### config.mk
export PLATFORM = sky130hd
export DESIGN_NAME = writeback_queue
export DESIGN_NICKNAME = d
export VERILOG_FILES = /design/src/rtl/writeback_queue.sv
export SDC_FILE = /design/constraint.sdc
export NUM_CORES = 1
export LEC_CHECK = 0
export ABC_AREA = 1
export CORE_ASPECT_RATIO = 1.75
export CORE_MARGIN = 5
export CORE_UTILIZATION = 25
export CTS_BUF_LIST = sky130_fd_sc_hd__clkbuf_8
export DETAILED_ROUTE_END_ITERATION = 8
export PLACE_DENSITY = 0.48
export SLEW_MARGIN = 20
export SYNTH_ARGS = -nofsm -noshare
export SYNTH_HDL_FRONTEND = slang
export SYNTH_SLANG_ARGS = --single-unit
### constraint.sdc
create_clock -name clk -period 3.9 [get_ports clk]
set_input_delay 0.585 -clock clk [delete_from_list [all_inputs] [get_ports clk]]
set_output_delay 0.585 -clock clk [all_outputs]
set_load 0.005 [all_outputs]
### src/rtl/writeback_queue.sv
// Register-file write-back queue: buffers ALU and load results, drains one per
// cycle oldest-first, and forwards the youngest pending value for two read ports.
`ifndef BIT_COUNT
`define BIT_COUNT 32
`endif

module writeback_queue #(
  parameter int REGISTER_COUNT = 32,
  parameter int DEPTH = 4,
  localparam int AW = $clog2(REGISTER_COUNT),
  localparam int CW = $clog2(DEPTH + 1)
) (
  input  logic                   clk,
  input  logic                   reset,
  input  logic                   AluValid,
  output logic                   AluReady,
  input  logic [AW-1:0]          AluAdr,
  input  logic [`BIT_COUNT-1:0]  AluData,
  input  logic                   LoadValid,
  output logic                   LoadReady,
  input  logic [AW-1:0]          LoadAdr,
  input  logic [`BIT_COUNT-1:0]  LoadData,
  output logic                   WriteEnable,
  output logic [AW-1:0]          rd1Adr,
  output logic [`BIT_COUNT-1:0]  Rd1,
  input  logic [AW-1:0]          rs1Adr,
  input  logic [AW-1:0]          rs2Adr,
  output logic                   Rs1Hit,
  output logic                   Rs2Hit,
  output logic [`BIT_COUNT-1:0]  Rs1Fwd,
  output logic [`BIT_COUNT-1:0]  Rs2Fwd,
  output logic [CW-1:0]          Count
);

  localparam int W  = `BIT_COUNT;
  localparam int PW = $clog2(DEPTH);

  logic [AW-1:0] adr_q  [DEPTH];
  logic [W-1:0]  data_q [DEPTH];
  logic [PW-1:0] head, tail, load_slot;
  logic [CW-1:0] count, free, count_next;
  logic          alu_store, load_store, pop;

  // Free space ignores this cycle's drain, so a full queue never accepts.
  always_comb begin
    free       = CW'(DEPTH) - count;
    AluReady   = !reset && (free >= CW'(1));
    LoadReady  = !reset && (free >= (AluValid ? CW'(2) : CW'(1)));
    alu_store  = AluValid && AluReady && (AluAdr != '0);
    load_store = LoadValid && LoadReady && (LoadAdr != '0);
    load_slot  = alu_store ? tail + PW'(1) : tail;
    pop        = (count != '0);
    count_next = count + CW'(alu_store) + CW'(load_store) - CW'(pop);
  end

  always_ff @(posedge clk) begin
    if (reset) begin
      head  <= '0;
      tail  <= '0;
      count <= '0;
    end else begin
      if (pop) head <= head + PW'(1);
      tail  <= tail + PW'(alu_store) + PW'(load_store);
      count <= count_next;
    end
  end

  always_ff @(posedge clk) begin
    if (alu_store) begin
      adr_q[tail]  <= AluAdr;
      data_q[tail] <= AluData;
    end
    if (load_store) begin
      adr_q[load_slot]  <= LoadAdr;
      data_q[load_slot] <= LoadData;
    end
  end

  assign WriteEnable = pop;
  assign rd1Adr      = pop ? adr_q[head]  : '0;
  assign Rd1         = pop ? data_q[head] : '0;
  assign Count       = count;

  // Walk oldest to youngest so the last match wins.
  always_comb begin
    logic [PW-1:0] idx;
    idx    = '0;
    Rs1Hit = 1'b0;
    Rs2Hit = 1'b0;
    Rs1Fwd = '0;
    Rs2Fwd = '0;
    for (int i = 0; i < DEPTH; i++) begin
      idx = head + PW'(i);
      if (CW'(i) < count) begin
        if (rs1Adr != '0 && adr_q[idx] == rs1Adr) begin
          Rs1Hit = 1'b1;
          Rs1Fwd = data_q[idx];
        end
        if (rs2Adr != '0 && adr_q[idx] == rs2Adr) begin
          Rs2Hit = 1'b1;
          Rs2Fwd = data_q[idx];
        end
      end
    end
  end

endmodule

==> flow_summary.yaml, run 1 <==
run_status:
  status: "finished, final reports clean"
synthesis:
  synth.area.top_cells: "edfxtp_1 32%, nand2_1 19%, o21ai_0 11%, nand3_1 7.3%, nor2_1 6.4%"
  synth_top_area_cell: "edfxtp_1"
  ys.warnings.count: 0
  ys_ff_latch: 157
  synth_top_area_share_pct: 31.67
  syn_area_per_cell_um2: 6.381
  syn-num-nets: 2302
  synth-seq-area-share_pct: 32.96
  yosysUniqueCellTypes: 37
  syn_area_um2: 14030
  synthCells: 2199
setup_path:
  critical_path_class: "flop to output port"
  r2r_cells: 10
  crit_path_start_kind: "flop"
  r2r-end: "data_q[0][18]"
  slowest_stage: "clkdlybuf4s50_1"
  arrival_ns: 3.18
  timing.rr.start: "Count[0]"
  reg2reg_slack_ns: 0.80
  crit_family: "buffers and inverters"
  crit_chain: "buf_6 > buf_6 > nand2_1 > a32oi_1 > nand3_1 > nand3_1 > nand2_1 > nand2_1 > clkdlybuf4s50_1"
  slowest_delay_ns: 0.52
  path_max_fanout: 64
  cp.required_ns: 3.31
  endpoint_kind: "output port"
  path_common_cell: "nand2_1"
  path_buf_inv: 3
hold_path:
  hp-start: "tail[1]"
  min-delay-path-class: "flop to flop"
  whs_endpoint: "tail[1]"
  worstHoldPathCells: 2
sta:
  rsz0062_at_grt: "true"
  slew_violations: 0
  finalSetupViolCount: 0
  worstMarginPinSlew_ns: 0.6666
  hold_viol: 0
  setup_tns_ns: 0
  fin_crit_sh_pct: 96.54
  maxSlewHeadroom_pct: 55.51
  fmax_mhz: 265.6
  skew_ns: 0.009872
  period_needed_ns: 3.765
pwr:
  total_power_mw: 14.70
  irDropWorstVdd_mv: 0.5053
  powerDensity_nw_per_um2: 813.8
  p_leak_nw: 8.084
place:
  portBuffers: 196
  gp_congestion: 0.8985
  hpwl_um: 46540
detailed_routing:
  vias: 15820
  drc: 0
  vias_per_cell: 5.154
  dr.pass1.iters: 6
  ant_nets: 0
  drt_iter0_drc: 1251
  wl_per_cell_um: 21.36
  wirelength_um: 65540
global_routing:
  overflow: 0
  grt_pass1_vias: 15650
  grt_max_degree: 125
  antenna_found_initial: 2
  grt_pass1_wl_um: 95220
  grt.total_usage_pct: 20.58
cts:
  path_clk_slew_ns: 0.09
  cts_buffer_depth: 2
  h-tree-depth: 4
  clk_latency_ns: 0.50
  clock_sinks: 157
  cts_tree: "done"
  cts-root-buf: "clkbuf_8"
  cts_made_buffers: 17
floorplanning:
  die_y_um: 323.4
  start_util_pct: 25.07
  core-area_um2: 55970
  die-area_um2: 61150
  placementRows: 115
  io-pin-count: 197
  die_x_um: 189.1
run:
  max_cap_viol_count: 0
cells_and_area:
  final_nets: 2456
  multi_input_area_um2: 8362
  fill_cells: 5922
  final_cell_mix: "709 x nand2_1, 306 x o21ai_0, 229 x nor2_1, 200 x nand3_1, 172 x clkdlybuf4s50_1"
  area_growth_syn_to_layout_pct: 28.76
  drive_above_1_share_pct: 8.795
  seq_area_um2: 4641
  final_common_cell: "nand2_1"
[per-stage QoR]
| step | setup WS [ns] | util (%) | hold WS [ns] | cells | area (um2) |
|---|---|---|---|---|---|
| floorplan | 0.5488 | - | 0.5483 | 2199 | 14030 |
| global placement | 0.1149 | 30.20 | 0.6066 | 3005 | 16900 |
| detailed placement | 0.1361 | 30.20 | 0.6000 | 3005 | 16900 |
| CTS | 0.001710 | 31.54 | 0.6226 | 3053 | 17660 |
| global route | -0.04202 | 32.28 | 0.6308 | 3069 | 18070 |
| finish | 0.1349 | 32.28 | 0.6147 | 3069 | 18070 |
[worst max path at each step]
stage | from | end | slack (ns) | cells after the start
2_1_floorplan | Count[0] | adr_q[0][0] | 0.55 | 12
3_3_place_gp | rs2Adr[4] | Rs2Fwd[26] | 0.11 | 13
3_5_place_dp | rs2Adr[4] | Rs2Fwd[0] | 0.14 | 15
4_1_cts | head[0] | Rs1Fwd[26] | 0.002 | 18
5_1_grt | head[0] | Rs1Fwd[31] | -0.04 | 16
6_report | flop | Rs1Fwd[31] | 0.13 | 9
[kinds of logic after synthesis]
family | count (synthesis) | synth area share, %
AO/OA/AOI/OAI | 428 | 16.82
XOR/XNOR | 6 | 0.3745
adder cells (fa/ha/maj) | 15 | 1.498
buffers and inverters | 296 | 9.363
flip-flops | 157 | 32.96
AND/OR/NAND/NOR | 1297 | 38.99
[flip-flops by register name (all words and copies together) (netlist names), named ones only]
name,count
Count,3
adr_q,20
data_q,128
head,2
tail,2
[cells in the mapped netlist, drive strengths merged]
cell type / count
fa: 3
o22ai: 30
clkbuf: 73
nand4: 67
nand2: 737
edfxtp: 148
ha: 12
and2: 30
nor3: 1
xor2: 6
o211ai: 32
or2: 1
nand3b: 2
a31o: 1
a32oi: 2
nand3: 207
a22oi: 32
buf: 92
inv: 131
a21oi: 12
a31oi: 1
and3: 1
dfxtp: 9
nor2: 251
o21ai: 318
[timing repair]
action | in CTS | in global routing
endpoints found under the setup margin | 66 | 66
buffers inserted | 14 | 11
pin swaps | 3 | 4
resized for setup | 23 | 88
hold buffers | 0 | 0
cloned | 3 | 3
[report_power, final]
group          total, mW  leakage (nW)  switching (mW)  internal (mW)
Combinational       10.7          6.44            6.98           3.74
Clock               1.36         0.215           0.659          0.697
Sequential          2.62          1.43           0.266           2.36
Total               14.7          8.08            7.91           6.79
[per-layer routing]
metal  global-route usage (%)  wire length (um)
met2                    38.85             34820
met5                        0                 0
met4                    11.99              3544
met1                    21.40             23660
met3                    3.185              3522
[worst min-delay path, cell delays in order, from the launching register on]
cell,delay (ns)
dfxtp_1,0.37
xor2_1,0.16
nor2_1,0.05
[layout make-up]
type,instances,share of cell area (%)
multi-input cells,1747,46.28
flip-flops and latches,157,25.69
well taps,702,4.862
inverters,131,2.860
clock inverters,14,1.073
diodes,2,0.02770
repair buffers,299,17.92
clock buffers,17,1.295
Note: power is estimated with default switching activity, not from simulation.
==> run 2, diff against run 1 <==
--- a/config.mk
+++ b/config.mk
@@ -12,6 +12,7 @@
 export CTS_BUF_LIST = sky130_fd_sc_hd__clkbuf_8
 export DETAILED_ROUTE_END_ITERATION = 8
 export PLACE_DENSITY = 0.48
+export REMOVE_ABC_BUFFERS = 1
 export SLEW_MARGIN = 20
 export SYNTH_ARGS = -nofsm -noshare
 export SYNTH_HDL_FRONTEND = slang
==> run 2 against run 1 <==
- utilization fell by 0.60 points
- clock-buffer cell count unchanged
- flip-flop and latch count unchanged
- non-clock buffer count down 18
- via count rose by 1.4%
- global-route usage rose by 0.13 points
- power decreased by 1.9%
- setup slack got worse by 0.012 ns
- sequential power hardly changed
- final cell count is 0.55% lower
- critical path type unchanged
==> flow_summary.yaml, run 2 (same netlist as run 1, synthesis figures left out) <==
cts:
  h-tree-depth: 4
  cts_tree: "done"
  cts_made_buffers: 17
  clk_latency_ns: 0.52
  cts-root-buf: "clkbuf_8"
  holdBufCountCts: 0
  clock_sinks: 157
  path_clk_slew_ns: 0.10
  cts_buffer_depth: 2
global_routing:
  grt.total_usage_pct: 20.72
  antenna_found_initial: 4
  overflow: 0
  grt_max_degree: 74
  grt_pass1_wl_um: 96100
  grt_pass1_vias: 15680
place:
  place_inst: 3004
  placed_area_um2: 16950
  preCtsSetupSlack_ns: 0.07813
  gp_congestion: 0.9082
  hpwl_um: 45720
  portBuffers: 196
sta:
  period_needed_ns: 3.777
  hold_viol: 0
  fmax_mhz: 264.8
  worstMarginPinSlew_ns: 0.6080
  fin_ws_ns: 0.1234
  finalSetupViolCount: 0
  setup_tns_ns: 0
  maxSlewHeadroom_pct: 59.47
  skew_ns: 0.02169
  whs_ns: 0.6213
  slew_violations: 0
  fin_crit_sh_pct: 96.84
  rsz0062_at_grt: "true"
cells_and_area:
  fin_cells: 3052
  final_cell_mix: "718 x nand2_1, 309 x o21ai_0, 234 x nor2_1, 201 x nand3_1, 193 x clkdlybuf4s50_1"
  final_nets: 2438
  final_cell_area_um2: 17730
  drive_above_1_share_pct: 7.584
  final_util_pct: 31.68
  largest_register: "data_q"
  area_growth_syn_to_layout_pct: 26.38
  final_common_cell: "nand2_1"
  largest_reg_flops: 128
pwr:
  total_power_mw: 14.43
  powerDensity_nw_per_um2: 813.7
  p_leak_nw: 7.620
  irDropWorstVdd_mv: 0.3759
setup_path:
  path_max_fanout: 32
  critical_path_class: "flop to output port"
  endpoint_kind: "output port"
  cp.required_ns: 3.31
  crit_path_start_kind: "flop"
  arrival_ns: 3.19
detailed_routing:
  drc: 0
  vias_per_cell: 5.257
  vias: 16040
  wirelength_um: 66250
  wl_per_cell_um: 21.71
  ant_nets: 0
  drt_iter0_drc: 1421
  dr.pass1.iters: 6
floorplanning:
  io-pin-count: 197
  core-area_um2: 55970
  die_x_um: 189.1
  start_util_pct: 25.07
  die_y_um: 323.4
  die-area_um2: 61150
  placementRows: 115
run:
  max_cap_viol_count: 0
run_status:
  status: "finished, final reports clean"
hold_path:
  min-delay-path-class: "flop to flop"
-- run 2: worst max-delay path, cell delays in order, from the launching register on --
cell and delay [ns]:
dfxtp_4 0.48, inv_4 0.12, nand2_4 0.14, nand2_2 0.14
nand2_1 0.09, nand2_1 0.10, nand2_1 0.09, nand2_1 0.10
nor2_4 0.18, buf_12 0.26, nand4_1 0.21, nand3_1 0.14
nand2_1 0.05, nand2_1 0.06, clkdlybuf4s50_1 0.50
-- run 2: area by class of cell --
cell class	count	area (um2)
Clock buffer	17	234.0
Inverter	131	514.2
Antenna cell	3	7.507
Multi-Input combinational cell	1747	8308
Fill cell	5973	38240
Sequential cell	157	4639
Timing Repair Buffer	281	3022
Clock inverter	14	130.1
Tap cell	702	878.3
-- run 2: layer usage --
metal | share of wire (%) | vias up | global-route usage (%) | routed length (um)
met5 | 0 | - | 0 | 0
met4 | 4.6 | 0 | 9.998 | 3065
met3 | 5.7 | 166 | 3.055 | 3782
met2 | 51 | 666 | 37.65 | 34070
met1 | 38 | 7569 | 23.70 | 25330
li1 | - | 7642 | - | -
-- run 2: worst paths after layout --
check	from	end	slack (ns)	cells after the start
setup / recovery	head[1]	Rs1Fwd[18]	0.12	14
hold / removal	tail[1]	tail[1]	0.62	2
setup reg to reg	Count[0]	data_q[1][20]	0.64	9
hold reg to reg	tail[1]	tail[1]	0.62	2
-- run 2: what timing repair did --
item / 4_1_cts / 5_1_grt
endpoints found under the setup margin: 66 / 70
cloned: 1 / 4
buffers inserted: 4 / 5
gates resized for setup: 17 / 41
pin swaps: 1 / 4
-- run 2: report_power, final --
group	internal, mW	total (mW)	leakage (nW)	switching [mW]
clock	0.552	1.20	0.185	0.649
combinational	3.63	10.6	6.00	6.95
sequential	2.36	2.65	1.43	0.291
total	6.54	14.4	7.62	7.89
